<file path="src/rtl/mon_pkg.sv">
// Shared definitions for the serial monitor register bank.
//   mon_state_t     : frame controller states (idle / shifting)
//   MON_CNT_W       : bit-counter width; covers a 65-bit frame (64 data + parity)
//   mon_snap_ofs()  : snapshot register offset from BASE_ADDR (= NCH)
//   mon_rel_ofs()   : release register offset from BASE_ADDR (= NCH+1)
//   mon_odd_par()   : odd-parity bit over a zero-extended data word
package mon_pkg;

    typedef enum logic [0:0] {
        MON_IDLE  = 1'b0,
        MON_SHIFT = 1'b1
    } mon_state_t;

    localparam int MON_CNT_W = 7;

    function automatic int mon_snap_ofs(input int nch);
        return nch;
    endfunction

    function automatic int mon_rel_ofs(input int nch);
        return nch + 1;
    endfunction

    // Zero-extension does not change the XOR, so any WIDTH up to 64 fits.
    function automatic logic mon_odd_par(input logic [63:0] data);
        return ~^data;
    endfunction

endpackage

</file>
<file path="src/rtl/mon_shift_ctrl.sv">
// Frame controller: bit counter, IDLE/SHIFT state machine, busy/done status.
// Ports:
//   bclk, rstb : clock, asynchronous active-low reset
//   load       : channel hit, (re)starts a frame of fl bits
//   shift      : qualified shift strobe (already excludes any register hit)
//   fl         : frame length in bits
//   busy       : frame in progress
//   done       : one-cycle pulse after the last frame bit has shifted
module mon_shift_ctrl
    import mon_pkg::*;
#(
    parameter int CW = MON_CNT_W
) (
    input  logic          bclk,
    input  logic          rstb,
    input  logic          load,
    input  logic          shift,
    input  logic [CW-1:0] fl,
    output logic          busy,
    output logic          done
);

    mon_state_t    state, state_nxt;
    logic [CW-1:0] cnt, cnt_nxt;
    logic          done_nxt;

    // NOTE: sequential state uses non-blocking assignments so every register
    // samples pre-edge values regardless of process ordering.
    always_ff @(posedge bclk or negedge rstb) begin
        if (!rstb) begin
            state <= MON_IDLE;
            cnt   <= '0;
            done  <= 1'b0;
        end else begin
            state <= state_nxt;
            cnt   <= cnt_nxt;
            done  <= done_nxt;
        end
    end

    // NOTE: every output of this block gets a default first, so no path
    // through the case can leave a latch behind.
    always_comb begin
        state_nxt = state;
        cnt_nxt   = cnt;
        done_nxt  = 1'b0;
        case (state)
            MON_IDLE: begin
                // Shifting while idle moves zeros only; counter untouched.
                if (load) begin
                    state_nxt = MON_SHIFT;
                    cnt_nxt   = fl;
                end
            end
            MON_SHIFT: begin
                if (load) begin
                    // Restart wins over a shift in the same cycle, no done.
                    cnt_nxt = fl;
                end else if (shift) begin
                    if (cnt == CW'(1)) begin
                        state_nxt = MON_IDLE;
                        cnt_nxt   = '0;
                        done_nxt  = 1'b1;
                    end else begin
                        cnt_nxt = cnt - CW'(1);
                    end
                end
            end
            default: begin
                state_nxt = MON_IDLE;
                cnt_nxt   = '0;
            end
        endcase
    end

    assign busy = (state == MON_SHIFT);

endmodule

</file>
<file path="src/rtl/mon_regbank_ro.sv">
// Read-only monitor register bank on the serial monitor path.
// NCH channels of WIDTH bits; a latch at BASE_ADDR+k loads channel k (live or
// from the frozen snapshot) into a shifter that is clocked out MSB first.
// BASE_ADDR+NCH captures a snapshot of all channels, BASE_ADDR+NCH+1 releases it.
// Build option: MON_PARITY_EN appends an odd-parity bit as the last frame bit.
// Ports:
//   bclk, rstb : clock, asynchronous active-low reset
//   dataIn     : channel k = dataIn[k*WIDTH +: WIDTH]
//   addrIn     : register address, qualifies latchOut
//   latchOut   : load strobe
//   shiftEn    : shift strobe, one bit per cycle
//   shiftOut   : serial data (shifter MSB)
//   busy, done : frame in progress / one-cycle end-of-frame pulse
//   frozen     : snapshot is being served
module mon_regbank_ro
    import mon_pkg::*;
#(
    parameter int         WIDTH     = 32,
    parameter int         NCH       = 4,
    parameter logic [7:0] BASE_ADDR = 8'h00
) (
    input  logic               bclk,
    input  logic               rstb,
    input  logic [NCH*WIDTH-1:0] dataIn,
    input  logic [7:0]         addrIn,
    input  logic               latchOut,
    input  logic               shiftEn,
    output logic               shiftOut,
    output logic               busy,
    output logic               done,
    output logic               frozen
);

`ifdef MON_PARITY_EN
    localparam int SW = WIDTH + 1;
`else
    localparam int SW = WIDTH;
`endif
    localparam logic [MON_CNT_W-1:0] FL = MON_CNT_W'(SW);

    if (int'(BASE_ADDR) + mon_rel_ofs(NCH) > 255) begin : g_addr_range
        $error("mon_regbank_ro: release address exceeds 8'hFF");
    end

    logic [SW-1:0]        shifter;
    logic [NCH*WIDTH-1:0] shadow;
    logic [WIDTH-1:0]     sel_data;
    logic [SW-1:0]        load_word;
    int                   addr_ofs;
    logic                 hit_ch, hit_snap, hit_rel, shift_q;

    // Address decode relative to the window base.
    assign addr_ofs = int'(addrIn) - int'(BASE_ADDR);
    assign hit_ch   = latchOut && (addr_ofs >= 0) && (addr_ofs < NCH);
    assign hit_snap = latchOut && (addr_ofs == mon_snap_ofs(NCH));
    assign hit_rel  = latchOut && (addr_ofs == mon_rel_ofs(NCH));
    // Any register hit suppresses the shift for that cycle; misses do not.
    assign shift_q  = shiftEn && !(hit_ch || hit_snap || hit_rel);

    always_comb begin
        sel_data = '0;
        for (int k = 0; k < NCH; k++) begin
            if (addr_ofs == k)
                sel_data = frozen ? shadow[k*WIDTH +: WIDTH] : dataIn[k*WIDTH +: WIDTH];
        end
    end

`ifdef MON_PARITY_EN
    assign load_word = {sel_data, mon_odd_par(64'(sel_data))};
`else
    assign load_word = sel_data;
`endif

    // NOTE: the shadow bank is reset along with the rest; it is a handful of
    // flops, not a RAM, and a defined snapshot value after reset is required.
    always_ff @(posedge bclk or negedge rstb) begin
        if (!rstb) begin
            shifter <= '0;
            shadow  <= '0;
            frozen  <= 1'b0;
        end else begin
            if (hit_ch)
                shifter <= load_word;
            else if (shift_q)
                shifter <= shifter << 1;
            if (hit_snap) begin
                shadow <= dataIn;
                frozen <= 1'b1;
            end else if (hit_rel) begin
                frozen <= 1'b0;
            end
        end
    end

    assign shiftOut = shifter[SW-1];

    mon_shift_ctrl #(.CW(MON_CNT_W)) u_ctrl (
        .bclk  (bclk),
        .rstb  (rstb),
        .load  (hit_ch),
        .shift (shift_q),
        .fl    (FL),
        .busy  (busy),
        .done  (done)
    );

endmodule

</file>
<file path="config.mk">
export PLATFORM = sky130hd
export DESIGN_NAME = mon_regbank_ro
export DESIGN_NICKNAME = d
export VERILOG_FILES = /design/src/rtl/mon_pkg.sv /design/src/rtl/mon_shift_ctrl.sv /design/src/rtl/mon_regbank_ro.sv
export SDC_FILE = /design/constraint.sdc
export NUM_CORES = 1
export LEC_CHECK = 0
export ABC_CLOCK_PERIOD_IN_PS = 4400
export BUFFER_PORTS_ARGS = -buffer_cell sky130_fd_sc_hd__buf_4
export CORE_ASPECT_RATIO = 1.4
export CORE_UTILIZATION = 25
export DETAILED_ROUTE_END_ITERATION = 16
export GPL_ROUTABILITY_DRIVEN = 0
export PLACE_DENSITY = 0.42
export SYNTH_ARGS = -nofsm -noshare
export SYNTH_HDL_FRONTEND = slang
export SYNTH_HIERARCHICAL = 1
export SYNTH_SLANG_ARGS = --single-unit
</file>
<file path="constraint.sdc">
create_clock -name bclk -period 4.4 [get_ports bclk]
set_input_delay 0.66 -clock bclk [delete_from_list [all_inputs] [get_ports bclk]]
set_output_delay 0.66 -clock bclk [all_outputs]
set_load 0.1 [all_outputs]
</file>
==> run summary <==
The most instantiated flip-flop cell in the synthesis netlist was dfrtp_1. The final critical-path share of the clock period was 58.6%. For the pin with the worst max-slew slack, the measured transition is 943 ps. The area of the die is 0.0362 mm^2. The H-tree generated during clock tree synthesis spans 4 levels. Detailed placement ended at an HPWL of 16800 um. Sequential element share of the synthesized area: 48.0%. The number of buffers inserted by post-CTS setup repair is 0, and the share of async-settable or async-resettable flops after synthesis is 100%.

The average instance in the mapped netlist occupies 13.6 um^2. In this run, synthesis produced a sequential element count of 170. After detailed routing, the average wire length per cell comes to 19.5 um.

Leaving out fill and tap cells, the most frequent cells in the layout are dfrtp_1, mux2_2, buf_4, mux2i_1, mux4_2. In this run the cell area of the synthesized design comes to 0.00886 mm^2. The first routing iteration left 207 violations. The logs give 31.4% for the utilization after layout and 6265 for the number of global-route vias before repair. The tools report the data arrival time of the critical path as 2870 ps. For this design the static power due to leakage is 4.91 nW. The floorplan step set the die width to 161 um.

The die height came out at 225 um. The class of the worst hold path was input pin to async pin. Clock-pin slew was measured on the worst setup and hold paths at 70 ps. The global-route wire length before repair was 38100 um; the average via count per standard cell was 4.67.

Origin of the critical flop-to-flop path: frozen$_DFFE_PN0P_. For the total CTS buffers, the log shows 17. Setup violations remaining at the end of the flow were counted as 0. The final antenna-violating net count came out at 0. The placed instances occupy a cell area of 0.0104 mm^2. For the count of final hold-check violations, the log shows 0. The flow ran to the end, and the final reports show no timing, DRC or antenna violations.

After detailed routing, the number of remaining DRC violations is 0. Endpoint of the worst setup timing path: shifter[26]$_DFFE_PN0P_. Across the run, the number of max-cap violations was 0.

After technology mapping, the gate count stands at 653. The run gives 440 ps as the insertion delay of the later-clocked pin in the worst-skew pair. In this run the critical register-to-register path is captured at shifter[0]$_DFFE_PN0P_. The routed layout has 5834 vias. The number of I/O port buffers is 143, and the power per cell area is 376 mW/mm^2.

Data on the critical path is required at its endpoint by 4690 ps. At the end of the flow, the number of nets in the layout was 921. The timing startpoint of the critical path was addrIn[1].

The clock drives 170 sinks. The run gives 6 as the count of synthesis-stage warnings from yosys. The maximum clock frequency is 388 MHz, and the layout cell share with drive strength beyond 1 is 48.9%. The number of hold buffers added after CTS was 0. The initial antenna violation count was 0. The tools report the root cell of the clock tree as clkbuf_16. The core footprint is 0.0350 mm^2, and the worst slew margin relative to its limit is 37.1%. Once the clock tree was built, the resizer swapped 0 gates to a different size. After layout, the minimum clock period comes to 2580 ps. The number of ports placed on the die boundary was 144; the worst voltage drop across the vdd grid was 0.000205 V. The category of the most critical setup path is input pin to register.

The layout overhead on the synthesized area is 24.0%. For this block, the routed nets add up to 24400 um of wire. For the row count, the log shows 81. The worst setup path is captured at a register. The worst setup path is launched from an input pin. The library cell used most frequently in the layout, excluding fill and tap cells, is dfrtp_1. The run gives 0 as the number of max-slew violations in the final report.

TritonCTS built the clock tree. 0 antenna diodes ended up in the layout. In this run, placement finished with an instance count of 1216. Pin count of the biggest net entering global routing: 86. Once layout is done, the placed cells without fillers occupy 0.0110 mm^2.

The first TritonRoute pass finished after 4 iterations. The number of distinct library cells after synthesis was 49; the worst clock skew was 14.2 ps. The largest fanout on the critical path is 37. The logs give 2 for the maximum root-to-sink buffer count and 0 ps for the final-layout setup total negative slack. For this run, the total global-route usage over all layers was measured as 14.1%. The post-route non-filler standard cell count was 1248; the number of synthesized flops with an enable pin was 0. Number of cells on the worst reg-to-reg path: 4. Setup repair after global routing left no endpoint under its margin.

For this run the aggregate overflow at the end of global routing stands at 0. Setup slack on the worst reg-to-reg path comes out at 1970 ps. The initial utilization of the core area, before any placement, comes to 25.3%.
==> power breakdown <==
part,internal [mW],switching (mW),total [mW]
clock network,0.849,0.693,1.54
logic,0.382,0.348,0.730
registers,1.72,0.140,1.86
==> state kept, by name, indices dropped and copies added (netlist names) <==
name and cells:
shifter 32, u_ctrl/done 1, shadow 128, u_ctrl/busy 1, frozen 1, u_ctrl/cnt 7
==> logic make-up after synthesis <==
| group | synth area share (%) |
|---|---|
| xor gates and xnor gates | 0.198 |
| other | 0.0847 |
| and+or+nand+nor | 4.79 |
| adders and majority gates | 0.282 |
| AOI/OAI and AO/OA | 9.66 |
| buffers and inverters | 3.39 |
| muxes | 33.6 |
| DFF | 48.0 |
==> layout make-up <==
cell class / count / area (um^2)
fill: 3556 / 24000
multi-input combinational: 432 / 4340
sequential: 170 / 4260
timing repair buffer: 153 / 1200
tap: 456 / 571
clock buffer: 17 / 425
clock inverter: 15 / 165
inverter: 5 / 23.8
==> per-layer routing <==
layer	GRT usage (%)	up-vias	wire [um]
met5	0	-	0
met4	3.65	0	216
met3	2.80	9	812
met2	25.1	100	13000
met1	17.1	2993	10400
li1	-	2732	-
==> critical path, stage by stage <==
cell and delay, ps:
buf_4 480, and4bb_2 340, a21boi_4 690, buf_4 360, mux2i_1 210, a21oi_1 80
==> worst min path at each step <==
stage / startpoint / end / slack (ps)
final: rstb / shadow[55]$_DFFE_PN0P_ / 270
after global routing: rstb / shadow[55]$_DFFE_PN0P_ / 340
after CTS: rstb / shadow[55]$_DFFE_PN0P_ / 340
after detailed placement: shadow[127]$_DFFE_PN0P_ / shadow[127]$_DFFE_PN0P_ / 490
after global placement: shadow[81]$_DFFE_PN0P_ / shadow[81]$_DFFE_PN0P_ / 480
after floorplan: rstb / frozen$_DFFE_PN0P_ / 360
==> synth_stat cells (2+ instances only) <==
cell       number  share of area, %
mux2i_1        59               6.7
ha_1            2              0.28
buf_1           4              0.17
mux2_2        148                19
o221ai_1       10              0.99
buf_2          29               1.6
a21o_1          2              0.17
conb_1          2             0.085
inv_1           4              0.17
nand3_1         2              0.11
buf_4           4              0.34
buf_6           3              0.38
nor2_1          5              0.21
or2_2           2              0.14
a21oi_1        18               1.0
a2bb2oi_1      14               1.4
a211oi_1       16               1.4
mux4_2         32               8.1
nor3b_1         3              0.25
o22ai_1        18               1.3
a211oi_2        9               1.3
nor2b_1        24               1.7
dfrtp_1       170                48
nand2b_1        4              0.28
nand2_1        18              0.76
clkbuf_1       10              0.42
o21ai_0        11              0.62
o311a_1         9               1.0
==> metrics by stage <==
step | power, mW | setup slack [ps] | hold slack [ps]
5_1_grt | 4.37 | 1670 | 344
3_5_place_dp | 2.64 | 1320 | 491
4_1_cts | 4.22 | 1750 | 340
2_1_floorplan | 2.33 | 1970 | 364
3_3_place_gp | 2.64 | 1320 | 484
6_report | 4.13 | 1820 | 271
Note: power is estimated with default switching activity, not from simulation.
